<file path="src/rtl/bist_sequencer.sv">
// Exhaustive on-chip verification controller: resets a DUT/reference pair, sweeps every
// stimulus vector once per cycle and compares the two outputs after a fixed pipeline latency.
module bist_sequencer #(
    parameter int IN_W         = 4,
    parameter int OUT_W        = 8,
    parameter int LATENCY      = 1,
    parameter int RESET_CYCLES = 3
) (
    input  logic             i_clk,
    input  logic             i_reset,
    input  logic             i_start,
    input  logic             i_abort,
    output logic             o_dut_reset,
    output logic [IN_W-1:0]  o_stim,
    input  logic [OUT_W-1:0] i_dut_out,
    input  logic [OUT_W-1:0] i_ref_out,
    output logic             o_busy,
    output logic             o_done,
    output logic             o_pass,
    output logic [15:0]      o_err_count,
    output logic [IN_W-1:0]  o_first_err_vec,
    output logic             o_first_err_valid
);

    typedef enum logic [2:0] {S_IDLE, S_RST, S_RUN, S_DRAIN, S_DONE} state_t;

    localparam logic [IN_W-1:0] LAST_VEC   = {IN_W{1'b1}};
    localparam logic [3:0]      RST_LAST   = 4'(RESET_CYCLES - 1);
    localparam logic [2:0]      DRAIN_LAST = 3'(LATENCY - 1);

    function automatic logic [15:0] sat_inc(input logic [15:0] v);
        return (v == 16'hFFFF) ? v : v + 16'd1;
    endfunction

    state_t          state;
    state_t          state_nxt;
    logic [3:0]      rst_cnt;
    logic [2:0]      drain_cnt;
    logic [IN_W-1:0] stim_nxt;
    logic            dut_reset_nxt;
    logic            busy_nxt;
    logic            done_nxt;
    logic            abort_now;
    logic            cmp_vld;
    logic [IN_W-1:0] cmp_vec;
    logic            mismatch;
    logic [15:0]     err_nxt;

    assign abort_now = i_abort && (state == S_RST || state == S_RUN || state == S_DRAIN);

    // Tag pipeline: the tag leaving it belongs to the DUT output presented this cycle.
    generate
        if (LATENCY == 0) begin : g_direct
            assign cmp_vld = (state == S_RUN);
            assign cmp_vec = o_stim;
        end else begin : g_tag
            logic [LATENCY-1:0] tag_vld_p;
            logic [IN_W-1:0]    tag_vec_p [LATENCY];

            always_ff @(posedge i_clk or negedge i_reset) begin
                if (!i_reset) begin
                    tag_vld_p <= '0;
                end else if (abort_now) begin
                    tag_vld_p <= '0;
                end else begin
                    tag_vld_p[0] <= (state == S_RUN);
                    for (int i = 1; i < LATENCY; i++) begin
                        tag_vld_p[i] <= tag_vld_p[i-1];
                    end
                end
            end

            always_ff @(posedge i_clk) begin
                tag_vec_p[0] <= o_stim;
                for (int i = 1; i < LATENCY; i++) begin
                    tag_vec_p[i] <= tag_vec_p[i-1];
                end
            end

            assign cmp_vld = tag_vld_p[LATENCY-1];
            assign cmp_vec = tag_vec_p[LATENCY-1];
        end
    endgenerate

    // An aborted cycle's comparison is discarded along with the flushed tags.
    assign mismatch = cmp_vld && !abort_now && (i_dut_out != i_ref_out);
    assign err_nxt  = mismatch ? sat_inc(o_err_count) : o_err_count;

    always_ff @(posedge i_clk or negedge i_reset) begin
        if (!i_reset) begin
            state <= S_IDLE;
        end else begin
            state <= state_nxt;
        end
    end

    always_comb begin
        state_nxt = state;
        case (state)
            S_IDLE:  if (i_start) state_nxt = S_RST;
            S_RST: begin
                if (i_abort)                  state_nxt = S_IDLE;
                else if (rst_cnt == RST_LAST) state_nxt = S_RUN;
            end
            S_RUN: begin
                if (i_abort)                 state_nxt = S_IDLE;
                else if (o_stim == LAST_VEC) state_nxt = (LATENCY == 0) ? S_DONE : S_DRAIN;
            end
            S_DRAIN: begin
                if (i_abort)                      state_nxt = S_IDLE;
                else if (drain_cnt == DRAIN_LAST) state_nxt = S_DONE;
            end
            S_DONE:  state_nxt = S_IDLE;
            default: state_nxt = S_IDLE;
        endcase

        dut_reset_nxt = (state_nxt == S_RST);
        busy_nxt      = (state_nxt == S_RST) || (state_nxt == S_RUN) || (state_nxt == S_DRAIN);
        done_nxt      = (state_nxt == S_DONE);
        stim_nxt      = (state == S_RUN && state_nxt == S_RUN) ? o_stim + IN_W'(1) : '0;
    end

    always_ff @(posedge i_clk or negedge i_reset) begin
        if (!i_reset) begin
            o_dut_reset       <= 1'b1;
            o_stim            <= '0;
            o_busy            <= 1'b0;
            o_done            <= 1'b0;
            o_pass            <= 1'b0;
            o_err_count       <= 16'd0;
            o_first_err_vec   <= '0;
            o_first_err_valid <= 1'b0;
            rst_cnt           <= 4'd0;
            drain_cnt         <= 3'd0;
        end else begin
            o_dut_reset <= dut_reset_nxt;
            o_stim      <= stim_nxt;
            o_busy      <= busy_nxt;
            o_done      <= done_nxt;
            rst_cnt     <= (state == S_RST) ? rst_cnt + 4'd1 : 4'd0;
            drain_cnt   <= (state == S_DRAIN) ? drain_cnt + 3'd1 : 3'd0;

            if (state == S_IDLE && state_nxt == S_RST) begin
                o_pass            <= 1'b0;
                o_err_count       <= 16'd0;
                o_first_err_vec   <= '0;
                o_first_err_valid <= 1'b0;
            end else begin
                o_err_count <= err_nxt;
                if (mismatch && !o_first_err_valid) begin
                    o_first_err_vec   <= cmp_vec;
                    o_first_err_valid <= 1'b1;
                end
                // Uses err_nxt so a mismatch in the last drain cycle still fails the run.
                if (state_nxt == S_DONE) o_pass <= (err_nxt == 16'd0);
            end
        end
    end

endmodule
</file>
<file path="config.mk">
export PLATFORM = sky130hd
export DESIGN_NAME = bist_sequencer
export DESIGN_NICKNAME = d
export VERILOG_FILES = /design/src/rtl/bist_sequencer.sv
export SDC_FILE = /design/constraint.sdc
export NUM_CORES = 1
export LEC_CHECK = 0
export BUFFER_PORTS_ARGS = -buffer_cell sky130_fd_sc_hd__buf_2
export CAP_MARGIN = 20
export CORE_MARGIN = 8
export CORE_UTILIZATION = 41
export DETAILED_ROUTE_END_ITERATION = 12
export GPL_TIMING_DRIVEN = 0
export PLACE_DENSITY = 0.6
export SETUP_SLACK_MARGIN = 0.4
export SLEW_MARGIN = 20
export SYNTH_ARGS = -nofsm -noshare
export SYNTH_HDL_FRONTEND = slang
export SYNTH_SLANG_ARGS = --single-unit
export TNS_END_PERCENT = 5
</file>
<file path="constraint.sdc">
create_clock -name i_clk -period 3.7 [get_ports i_clk]
set_input_delay 0.185 -clock i_clk [delete_from_list [all_inputs] [get_ports i_clk]]
set_output_delay 0.185 -clock i_clk [all_outputs]
set_load 0.005 [all_outputs]
</file>
==> out/metrics.cfg <==
[outcome]
status = complete, but fails checks
violations = negative hold slack

[finish]
final_design_area_no_fill_um2 = 2730
final_common_cell = buf_2
multi_input_area_um2 = 1120
fillCellCount = 518
final_cell_mix = buf_2, dfrtp_1, nor2_1, xnor2_1
final_nets = 315
finalNonFillerCells = 362
drive_gt1_share_pct = 24.8
syn2layout_area_growth_pct = 20.1
diodes = 0
seq_area_um2 = 1080
postLayoutCoreUtil_pct = 50.3

[synthesis]
synth_ff_type = dfrtp_1
synthArstFlopShare_pct = 90.9
yosysWarnings = 0
synth_edf_count = 0
syn_area_um2 = 2280
ys_ff_latch = 44
synthCells = 233
synth_area_per_cell_um2 = 9.77
ys_seq_area_share_pct = 47.5
synth_cell_type_count = 46
synthesis.nets = 259

[setup_path]
end_kind = register
worstPathArrival_ns = 3.01
critPathKind = reg -> reg
crit_required_ns = 3.92
worst-path-max-fanout = 7
path_cells = ha_1 -> nand4_1 -> or4_1 -> buf_2 -> inv_1 -> nor3_1 -> mux2i_1 -> o211ai_1 -> o31ai_2
start_kind = register
slowest_delay_ns = 0.55
cp_slowest_cell = or4_1

[sta]
hold_viol = 15
clock_skew_ns = 0.0119
setup_violations = 0
max_slew_margin_pct = 41.1
worst_pin_slew_ns = 0.883
period_share_pct = 75.5
setup_slack_ns = 0.907
hold_ws_ns = -0.0162
tns_ns = 0
slew_violations = 0
max_freq_ghz = 0.358
grt_setup_unrepaired = false
period_needed_ns = 2.79

[routing]
via_per_inst = 5.25
drt_iter0_markers = 82
vias = 1899
ant_nets = 0
drc = 0
routed_wl_um = 5310
drtPass1Iterations = 4
routedWlPerCell_um = 14.7

[floorplanning]
start_util_pct = 41.9
coreArea_um2 = 5440
io_pins = 49
die-area_um2 = 8190
die_y_um = 90.5
rows = 27
chipWidth_um = 90.5

[clock_network]
post-cts-setup-buffers = 0
cts-buffers-inserted = 5
cts_hold_buf = 0
htreeDepth = 2
cts.clk_slew.worst_paths_ns = 0.09
clkSinkCount = 44
root_buffer = clkbuf_8
cts_tree = yes
clock_tree.buffer_depth = 2
ctsResizeCount = 0
clock_latency_ns = 0.31

[grt]
grt_use_total_pct = 13.6
grt_pass1_vias = 1991
overflow = 0
antenna_found_initial = 0
grt_pass1_wl_um = 9200
grt_max_degree = 41

[placed_design]
portBuffers = 48
dp_cells = 354
gp_congestion = 0.827
dpl.hpwl_um = 3920
pre_cts_ws_ns = 0.939
dpl-instance-area_um2 = 2620

[power]
p_leak_nw = 1.32
power_density_nw_per_um2 = 413
peakVddDrop_v = 0.000358
power_mw = 1.13

[job]
drv_cap = 0

[worst_hold_path]
hold_class = in -> async

[layer usage]
layer | vias to the layer above | track usage (%) | wire length [µm]
met5 | - | 0 | 0
met4 | 0 | 4.99 | 85
met3 | 10 | 4.24 | 266
met2 | 53 | 22.5 | 2630
met1 | 920 | 16.2 | 2320
li1 | 916 | - | -
[path summary, 6_finish.rpt]
check / start / endpoint / slack, ns / cells past startpoint
setup / recovery: o_err_count[0] / o_pass / 0.91 / 9
hold / removal: i_reset / o_err_count[6] / -0.02 / 1
setup reg to reg: o_err_count[0] / o_pass / 0.91 / 9
hold reg to reg: o_stim[1] / g_tag.tag_vec_p[0][1] / 0.44 / 0
max in group asynchronous: i_reset / rst_cnt[0] / 3.15 / 1
min in group i_clk: i_abort / state[1] / 0.10 / 2
[where the power goes]
part           switching [mW]  internal (mW)  leakage [nW]  total [mW]
Clock                   0.180          0.204        0.0548       0.383
Combinational           0.126         0.0763         0.682       0.203
Sequential             0.0221          0.520         0.582       0.542
[flip-flops by register name, indices dropped and copies added, names as in the netlist]
| register | flops |
|---|---|
| o_err_count | 16 |
| g_tag.tag_vec_p | 4 |
| o_first_err_vec | 4 |
| o_stim | 4 |
| rst_cnt | 4 |
| drain_cnt | 3 |
| state | 3 |
| cmp_vld | 1 |
| o_busy | 1 |
| o_done | 1 |
| o_dut_reset | 1 |
| o_first_err_valid | 1 |
| o_pass | 1 |
[critical path, delay by kind of cell, from the launching register on]
family | cells | cell delay (ns)
compound gates | 2 | 0.40
fa+ha+maj | 1 | 0.30
buf+inv | 2 | 0.35
flops | 1 | 0.47
mux | 1 | 0.24
simple gates | 3 | 0.92
[cells in the mapped netlist (all sizes together), types with 2 or more instances]
cell type,count,area share (%)
nand4,10,2.7
buf,3,1.2
or2,4,1.1
and3,4,1.1
and2,4,1.2
or4,2,0.66
o21a,2,0.66
dfxtp,4,3.5
dfrtp,39,43
ha,6,3.3
xor2,6,2.3
nand3,10,2.2
o21ai,4,0.88
inv,12,2.0
o31a,2,0.77
nor3,8,1.8
nor4,3,0.82
mux2i,9,4.0
nand3b,3,0.99
xnor2,20,7.7
o31ai,3,1.2
nor4b,2,0.77
nand2b,2,0.55
clkbuf,3,0.49
nand2,12,2.0
a21oi,4,0.88
nor2,37,6.1
[area by class of cell]
type	count	share of cell area [%]
buffer	6	1.42
clock buffer	5	2.52
clock inverter	3	1.69
inverter	12	1.65
multi-input combinational	171	40.9
sequential	44	39.6
tap	72	3.30
timing repair buffer	49	8.97
[cells by family (layout without fill, tap and decap cells)]
| logic type | count (synthesis) | in the layout | share of synthesized area, % |
|---|---|---|---|
| xor gates and xnor gates | 26 | 26 | 10.0 |
| and+or+nand+nor | 107 | 107 | 24.1 |
| muxes | 9 | 9 | 3.96 |
| adders and majority gates | 6 | 6 | 3.30 |
| buffers and inverters | 18 | 75 | 3.68 |
| DFF | 44 | 44 | 47.5 |
| AOI/OAI and AO/OA | 23 | 23 | 7.42 |
Power figures use the tool's default switching activity.
